`src/rtl/ps2kb_xt_irq_buffer.sv`:
```
// Queues XT scancode bytes and presents them one at a time with an XT-style irq handshake.
// Latency: 3 cycles from in_valid into an idle, empty buffer to scancode/keybord_irq.
// Backpressure: none upstream; a full FIFO drops bytes, sets overflow and later queues 8'hFF.
module ps2kb_xt_irq_buffer #(
    parameter int FIFO_DEPTH_LOG2 = 3,
    parameter int IRQ_GAP_CYCLES  = 4
) (
    input  logic                     clock,
    input  logic                     reset,
    input  logic [7:0]               in_data,
    input  logic                     in_valid,
    input  logic                     clear_keycode,
    input  logic                     flush,
    output logic [7:0]               scancode,
    output logic                     keybord_irq,
    output logic                     overflow,
    output logic [FIFO_DEPTH_LOG2:0] fifo_count
);
    localparam int DEPTH = 1 << FIFO_DEPTH_LOG2;
    localparam logic [FIFO_DEPTH_LOG2:0] DEPTH_CNT = (FIFO_DEPTH_LOG2 + 1)'(DEPTH);
    localparam logic [7:0] GAP_LOAD = 8'(IRQ_GAP_CYCLES);

    typedef enum logic [2:0] {
        ST_IDLE,
        ST_LOAD,
        ST_PRESENT,
        ST_ACK,
        ST_GAP
    } state_t;

    state_t                       state_q, state_d;
    logic [7:0]                   gap_q, gap_d;
    logic [7:0]                   scancode_q, scancode_d;
    logic                         irq_q, irq_d;
    logic                         overflow_q, overflow_d;
    logic                         overrun_q, overrun_d;
    logic [FIFO_DEPTH_LOG2-1:0]   head_q, head_d;
    logic [FIFO_DEPTH_LOG2-1:0]   tail_q, tail_d;
    logic [FIFO_DEPTH_LOG2:0]     count_q, count_d;
    logic [7:0]                   mem_q [DEPTH];

    logic                         wr_en;
    logic [7:0]                   wr_dat;
    logic                         pop;

    // FIFO bookkeeping: push, overrun marker insertion, pop on LOAD, flush clear
    always_comb begin
        wr_en      = 1'b0;
        wr_dat     = in_data;
        pop        = (state_q == ST_LOAD);
        overrun_d  = overrun_q;
        overflow_d = overflow_q;
        head_d     = head_q;
        tail_d     = tail_q;
        count_d    = count_q;
        if (flush) begin
            head_d     = '0;
            tail_d     = '0;
            count_d    = '0;
            overrun_d  = 1'b0;
            overflow_d = 1'b0;
        end else begin
            if (overrun_q) begin
                // Everything arriving while the marker is owed is lost.
                if (in_valid) begin
                    overflow_d = 1'b1;
                end
                // The marker waits for a cycle with room and no pop so the count stays exact.
                if (count_q != DEPTH_CNT && !pop) begin
                    wr_en     = 1'b1;
                    wr_dat    = 8'hFF;
                    overrun_d = 1'b0;
                end
            end else if (in_valid) begin
                // Fullness is judged on the pre-cycle count; a same-cycle pop does not help.
                if (count_q == DEPTH_CNT) begin
                    overflow_d = 1'b1;
                    overrun_d  = 1'b1;
                end else begin
                    wr_en = 1'b1;
                end
            end
            if (wr_en) begin
                tail_d = tail_q + 1'b1;
            end
            if (pop) begin
                head_d = head_q + 1'b1;
            end
            case ({wr_en, pop})
                2'b10:   count_d = count_q + 1'b1;
                2'b01:   count_d = count_q - 1'b1;
                default: count_d = count_q;
            endcase
        end
    end

    // Handshake sequencing: load a byte, hold irq until acknowledged, then enforce the low gap
    always_comb begin
        state_d    = state_q;
        gap_d      = gap_q;
        scancode_d = scancode_q;
        if (flush) begin
            state_d    = ST_GAP;
            gap_d      = GAP_LOAD;
            scancode_d = 8'h00;
        end else begin
            case (state_q)
                ST_IDLE: begin
                    if (count_q != '0) begin
                        state_d = ST_LOAD;
                    end
                end
                ST_LOAD: begin
                    scancode_d = mem_q[head_q];
                    state_d    = ST_PRESENT;
                end
                ST_PRESENT: begin
                    if (clear_keycode) begin
                        state_d = ST_ACK;
                    end
                end
                ST_ACK: begin
                    if (!clear_keycode) begin
                        state_d = ST_GAP;
                        gap_d   = GAP_LOAD;
                    end
                end
                ST_GAP: begin
                    gap_d = gap_q - 1'b1;
                    if (gap_q <= 8'd1) begin
                        state_d = ST_IDLE;
                    end
                end
                default: state_d = ST_IDLE;
            endcase
        end
        // irq is registered so it rises together with the freshly loaded scancode.
        irq_d = (state_d == ST_PRESENT);
    end

    // State and control registers
    always_ff @(posedge clock or posedge reset) begin
        if (reset) begin
            state_q    <= ST_IDLE;
            gap_q      <= 8'h00;
            scancode_q <= 8'h00;
            irq_q      <= 1'b0;
            overflow_q <= 1'b0;
            overrun_q  <= 1'b0;
            head_q     <= '0;
            tail_q     <= '0;
            count_q    <= '0;
        end else begin
            state_q    <= state_d;
            gap_q      <= gap_d;
            scancode_q <= scancode_d;
            irq_q      <= irq_d;
            overflow_q <= overflow_d;
            overrun_q  <= overrun_d;
            head_q     <= head_d;
            tail_q     <= tail_d;
            count_q    <= count_d;
        end
    end

    // Byte storage; contents are only meaningful below count, so no reset is needed
    always_ff @(posedge clock) begin
        if (wr_en) begin
            mem_q[tail_q] <= wr_dat;
        end
    end

    assign scancode    = scancode_q;
    assign keybord_irq = irq_q;
    assign overflow    = overflow_q;
    assign fifo_count  = count_q;
endmodule

```
`config.mk`:
```
export PLATFORM = sky130hd
export DESIGN_NAME = ps2kb_xt_irq_buffer
export DESIGN_NICKNAME = d
export VERILOG_FILES = /design/src/rtl/ps2kb_xt_irq_buffer.sv
export SDC_FILE = /design/constraint.sdc
export NUM_CORES = 1
export LEC_CHECK = 0
export ABC_AREA = 1
export BUFFER_PORTS_ARGS = -buffer_cell sky130_fd_sc_hd__buf_2
export CAP_MARGIN = 20
export CORE_MARGIN = 2
export CORE_UTILIZATION = 54
export DETAILED_ROUTE_END_ITERATION = 10
export PLACE_DENSITY = 0.79
export SLEW_MARGIN = 25
export SYNTH_ARGS = -nofsm -noshare
export SYNTH_HDL_FRONTEND = slang
export SYNTH_SLANG_ARGS = --single-unit
```
`constraint.sdc`:
```
create_clock -name clock -period 2.2 [get_ports clock]
set_clock_uncertainty 0.2 [all_clocks]
set_input_delay 0.66 -clock clock [delete_from_list [all_inputs] [get_ports clock]]
set_output_delay 0.66 -clock clock [all_outputs]
set_load 0.02 [all_outputs]
```
; ---- Yosys cells after proc, flatten, opt, wreduce, memory -nomap -nowiden
; Memories as Yosys holds them, arrays and structs flattened.
; Index checks and enable logic that the tools add are counted.
[classes]
mux = 38
magnitude_cmp = 1
eq_ne = 10
reduce_logical = 12
add_sub_neg = 5
[ops]
columns = operator, count
row1 = $mux 8, 7
row2 = $mux 3, 9
row3 = $mux 1, 18
row4 = $pmux 8 s2, 1
row5 = $pmux 3 s5, 1
row6 = $eq 3x2->1 const B, 3
row7 = $reduce_bool 3->1, 3
row8 = $le 8x1->1 const B, 1
row9 = $pmux 4 s2, 1
row10 = $sub 8x1->8 const B, 1
row11 = $add 3x1->3 const B, 2
row12 = $reduce_bool 2->1, 3
row13 = $add 4x1->4 const B, 1
row14 = $eq 4x4->1 const B, 1
row15 = $mux 4, 1
row16 = $ne 4x4->1 const B, 1
row17 = $reduce_and 2->1, 2
row18 = $reduce_bool 4->1, 1
row19 = $sub 4x1->4 const B, 1
row20 = $eq 3x1->1 const B, 1
row21 = $eq 3x3->1 const B, 1
row22 = $logic_not 3->1, 1
row23 = $ne 3x3->1 const B, 1
row24 = $eq 2x1->1 const B, 1
row25 = other kinds (3), 3
[word_totals]
reg_bits = 32
n_memories = 1
ram_bits = 64
[mem_list]
columns = memory, depth, word_bits, rd, rd_clocked_by_memory_dff, wr, line_no
row1 = mem_q, 8, 8, 1, 0, 1, 40  ; logic [7:0] mem_q [DEPTH];

; ---- Depth between registers and ports, before layout
[logic_depth]
ltp_word = 9
ltp_mapped = 15
mapped_depth_nobuf = 15

; ---- Least setup slack after synthesis
; OpenSTA, ideal clock, no wires.
[synth_timing]
path_kind = input to register
from = input in_valid
to = memory mem_q[1][0], enable pin
setup_slack_ps = -96
arrival_ps = 1713
path_stages = 6
setup_ps = 383
path_buffers = 0
path_cell_list = inv_1 > nor2_1 > nand2_4 > nand2_2 > nand2_2 > nor3_1
[synth_via]
elab_chain_len = 6
[synth_lines]
columns = element, line_no
row1 = start: declaration, 11  ; input logic in_valid,
row2 = $mux 1, 74  ; end else if (in_valid) begin
row3 = $mux 1, 63  ; if (overrun_q) begin
row4 = $mux 1 (2 in a row), 56  ; if (flush) begin
row5 = $mux 1, 168  ; if (wr_en) begin
row6 = $mux 1 (implied by the code), 169  ; mem_q[tail_q] <= wr_dat;
row7 = end: declaration, 40
; No other way between the ends. The select of a mux whose other input is x is not followed.

; ---- Worst setup path in the final report
[layout_timing]
from = register count_q[1] (netlist: fifo_count[1])
to = register count_q[3] (netlist: fifo_count[3])
[layout_via]
elab_chain_len = 8
[layout_lines]
columns = element, line_no
row1 = start: declaration, 39  ; logic [FIFO_DEPTH_LOG2:0] count_q, count_d;
row2 = start signal: assignment, 162  ; count_q <= count_d;
row3 = $eq 4x4->1 / $ne 4x4->1 (equally long branches), "76, 69"
row4 = $mux 1 / $logic_and 1x1->1 (equally long branches), "76, 69"
row5 = "$mux 1, on equally long branches", "74, 69"
row6 = $mux 1, 63
row7 = $mux 1, 56
row8 = $eq 2x1->1 / $eq 2x2->1 (equally long branches), 89  ; case ({wr_en, pop})
row9 = $pmux 4 s2, 89
row10 = $mux 4, 56
; Several ways; a longest one is shown, not always the timed one. The select of a mux whose other input is x is not followed.
; A chain may end at the register's enable or synchronous reset.

==> flow_summary.toml <==
[clock_network]
cts.clk_slew.worst_paths_ps = 90
clk-insertion-delay-late_ps = 350
cts_max_level = 3
cts_root_buf = "clkbuf_8"
clock_sinks = 96
post-cts-setup-buffers = 0
cts_tree = "yes"
cts_hold_buffers = 0
cts_buffer_depth = 2
numCtsBuffers = 9

[layout]
fillCellCount = 606
utilization_pct = 62.8
instances_no_fill = 563
diodes = 0
nets = 476
final_area_sq_um = 4850
area_delta_synth_final_pct = 13.2
layout-drive-gt1-share_pct = 18.7

[floorplanning]
row_count = 32
core_sq_um = 7730
design.die.area_sq_um = 8670
ios = 27
fp.dieH_microns = 93.1
start_util_pct = 55.5
fp.dieW_microns = 93.1

[place]
dp.cells = 547
placed_area_sq_um = 4620
place.gp.congestion = 0.831
place_ws_ps = -83.8
dp_hpwl_microns = 5910
io_buffers = 26

[sta]
maxSlewHeadroom_pct = 63.3
setup_viol = 0
rsz0062_at_grt = "false"
finalHoldViolations = 0
fin_crit_sh_pct = 91.4
finalWorstSetupSlack_ps = 189
tightest_slew_ps = 549
timing.setup.tns_ps = 0
fmax_mhz = 497
hold_ws_ps = 170
timing.final.crit_period_ps = 2010
maxSlewViolCount = 0

[critical_path]
reg2reg_slack_ps = 190
crit_cells = 14
worstSetupPathType = "reg -> reg"
required_ps = 2260
worstPathMaxFanout = 5
cpMostUsedCell = "nand2_1"
cp.arrival_ps = 2070
critPathSlowestCell = "dfrtp_2"
critPathTopFamily = "simple AND/OR/NAND/NOR gates"
cp-end-kind = "flip-flop"
cp_num_buf_inv = 1
cpPeakStageDelay_ps = 470
r2r_cells = 14
path_cells = "nor2_4 -> nand2_4 -> nand2_4 -> nand2_4 -> inv_2 -> ha_1 -> nand2_1 -> nand3_1 -> nand2_1 -> nand2_1 -> nand2_1 -> nand2_1 -> nand2_1 -> nand2_1"
cp-start-kind = "flip-flop"

[power_and_ir_drop]
powerDensity_nw_per_um2 = 812
power.total_mw = 3.94
peakVddDrop_uv = 428
p_leak_nw = 2.11

[yosys]
ys_warn_count = 0
async_reset_ff_share_pct = 33.3
synth.distinct_cells = 32
synth_most_common_cell = "nor2_1"
synth_area_leaders = "edfxtp_1 (45%), dfrtp_1 (19%), nor2_1 (6.2%)"
ys_seq_elements = 96
synth_edf_count = 64
syn-num-nets = 432
ys_seq_area_share_pct = 63.5
yosysTopAreaCell = "edfxtp_1"
yosys-top-cells-count = "nor2_1 (71), nand2_1 (67), edfxtp_1 (64)"
syn-cell-area_sq_um = 4290
yosysTopAreaCellShare_pct = 44.8
synth-main-ff-cell = "edfxtp_1"
avgSynthCellArea_sq_um = 10.4
syn_inst = 412

[grt]
overflow = 0
grt_max_degree = 35
grt_use_total_pct = 22.3
antenna_found_initial = 0
grt_pass1_wl_microns = 14600
first_global_vias = 2980

[worst_hold_path]
hold_class = "in -> async"

[routing]
vias = 3025
drtPass1Iterations = 5
ant_nets = 0
route.detailed.drc = 0
routedWlPerCell_microns = 15.6
viasPerCell = 5.37
drt_iter0_drc = 239
finalWirelength_microns = 8760

[flow_run]
cap_viol_max_count = 0

[outcome]
status = "finished, final reports clean"
## layer usage
layer | vias up | wire (microns) | global-route usage, %
met5 | - | 0 | 0
met4 | 0 | 95 | 6.13
met3 | 8 | 498 | 4.11
met2 | 112 | 4270 | 36.6
met1 | 1423 | 3890 | 30.8
li1 | 1482 | - | -
## power by group
group          switching, mW  leakage [nW]  internal [mW]
Combinational          0.372         0.985          0.188
Sequential            0.0716          1.01           2.02
Clock                  0.610         0.113          0.678
Total                   1.05          2.11           2.89
## state kept, by name, indices dropped and copies added (netlist names)
name and flops:
mem_q 64, gap_q 8, scancode 8, fifo_count 4
head_q 3, state_q 3, tail_q 3, keybord_irq 1
overflow 1, overrun_q 1
## layout by cell type, fill, tap and decap left out, types with 3 or more instances in the layout
| cell | netlist | final |
|---|---|---|
| nor2_1 | 71 | 71 |
| nand2_1 | 67 | 67 |
| edfxtp_1 | 64 | 64 |
| dfrtp_1 | 32 | 31 |
| inv_1 | 29 | 29 |
| nand3_1 | 27 | 27 |
| buf_2 | 8 | 26 |
| o21ai_1 | 23 | 23 |
| o21ai_0 | 21 | 21 |
| buf_4 | 4 | 19 |
| clkbuf_8 | 0 | 10 |
| o211ai_1 | 8 | 8 |
| a21oi_1 | 7 | 7 |
| nand4_1 | 7 | 7 |
| ha_1 | 6 | 6 |
| nor3_1 | 5 | 5 |
| nand2_2 | 4 | 4 |
| nand2_4 | 4 | 4 |
| inv_2 | 4 | 4 |
| nor2_2 | 4 | 3 |
| nor2_4 | 2 | 3 |
## repair_timing
item | in CTS | in global routing
endpoints found under the hold margin | 0 | 0
gates resized for setup | 0 | 2
endpoints found under the setup margin | 0 | 1
## worst register-to-register path: stages (launching register included)
cell and delay [ps]:
dfrtp_2 470, nor2_4 160, nand2_4 90, nand2_4 80, nand2_4 50, inv_2 80
ha_1 260, nand2_1 100, nand3_1 80, nand2_1 90, nand2_1 70, nand2_1 60
nand2_1 40, nand2_1 60, nand2_1 40
## final timing paths
check / start / endpoint
max in group asynchronous: reset / fifo_count[1]
worst min-delay path: reset / overflow
worst max-delay path: fifo_count[1] / fifo_count[3]
worst min register to register: scancode[1] / scancode[1]
min in group clock: scancode[1] / scancode[1]
worst max register to register: fifo_count[1] / fifo_count[3]
## area by class of cell
type | count | area (sq um) | area share [%]
timing repair buffer | 45 | 273 | 5.62
sequential | 96 | 2720 | 56.1
clock buffer | 10 | 138 | 2.84
clock inverter | 6 | 90.1 | 1.86
inverter | 35 | 131 | 2.71
tap | 102 | 128 | 2.63
multi-input combinational | 269 | 1370 | 28.2
## cells by family (layout without fill, tap and decap cells)
logic type | Yosys count | in the layout | synth area share [%]
and+or+nand+nor | 194 | 194 | 20.2
xor gates and xnor gates | 3 | 3 | 0.613
AOI/OAI and AO/OA | 65 | 65 | 8.84
adders and majority gates | 7 | 7 | 2.22
buffers and inverters | 47 | 96 | 4.70
DFF | 96 | 96 | 63.5
Power figures use the tool's default switching activity.
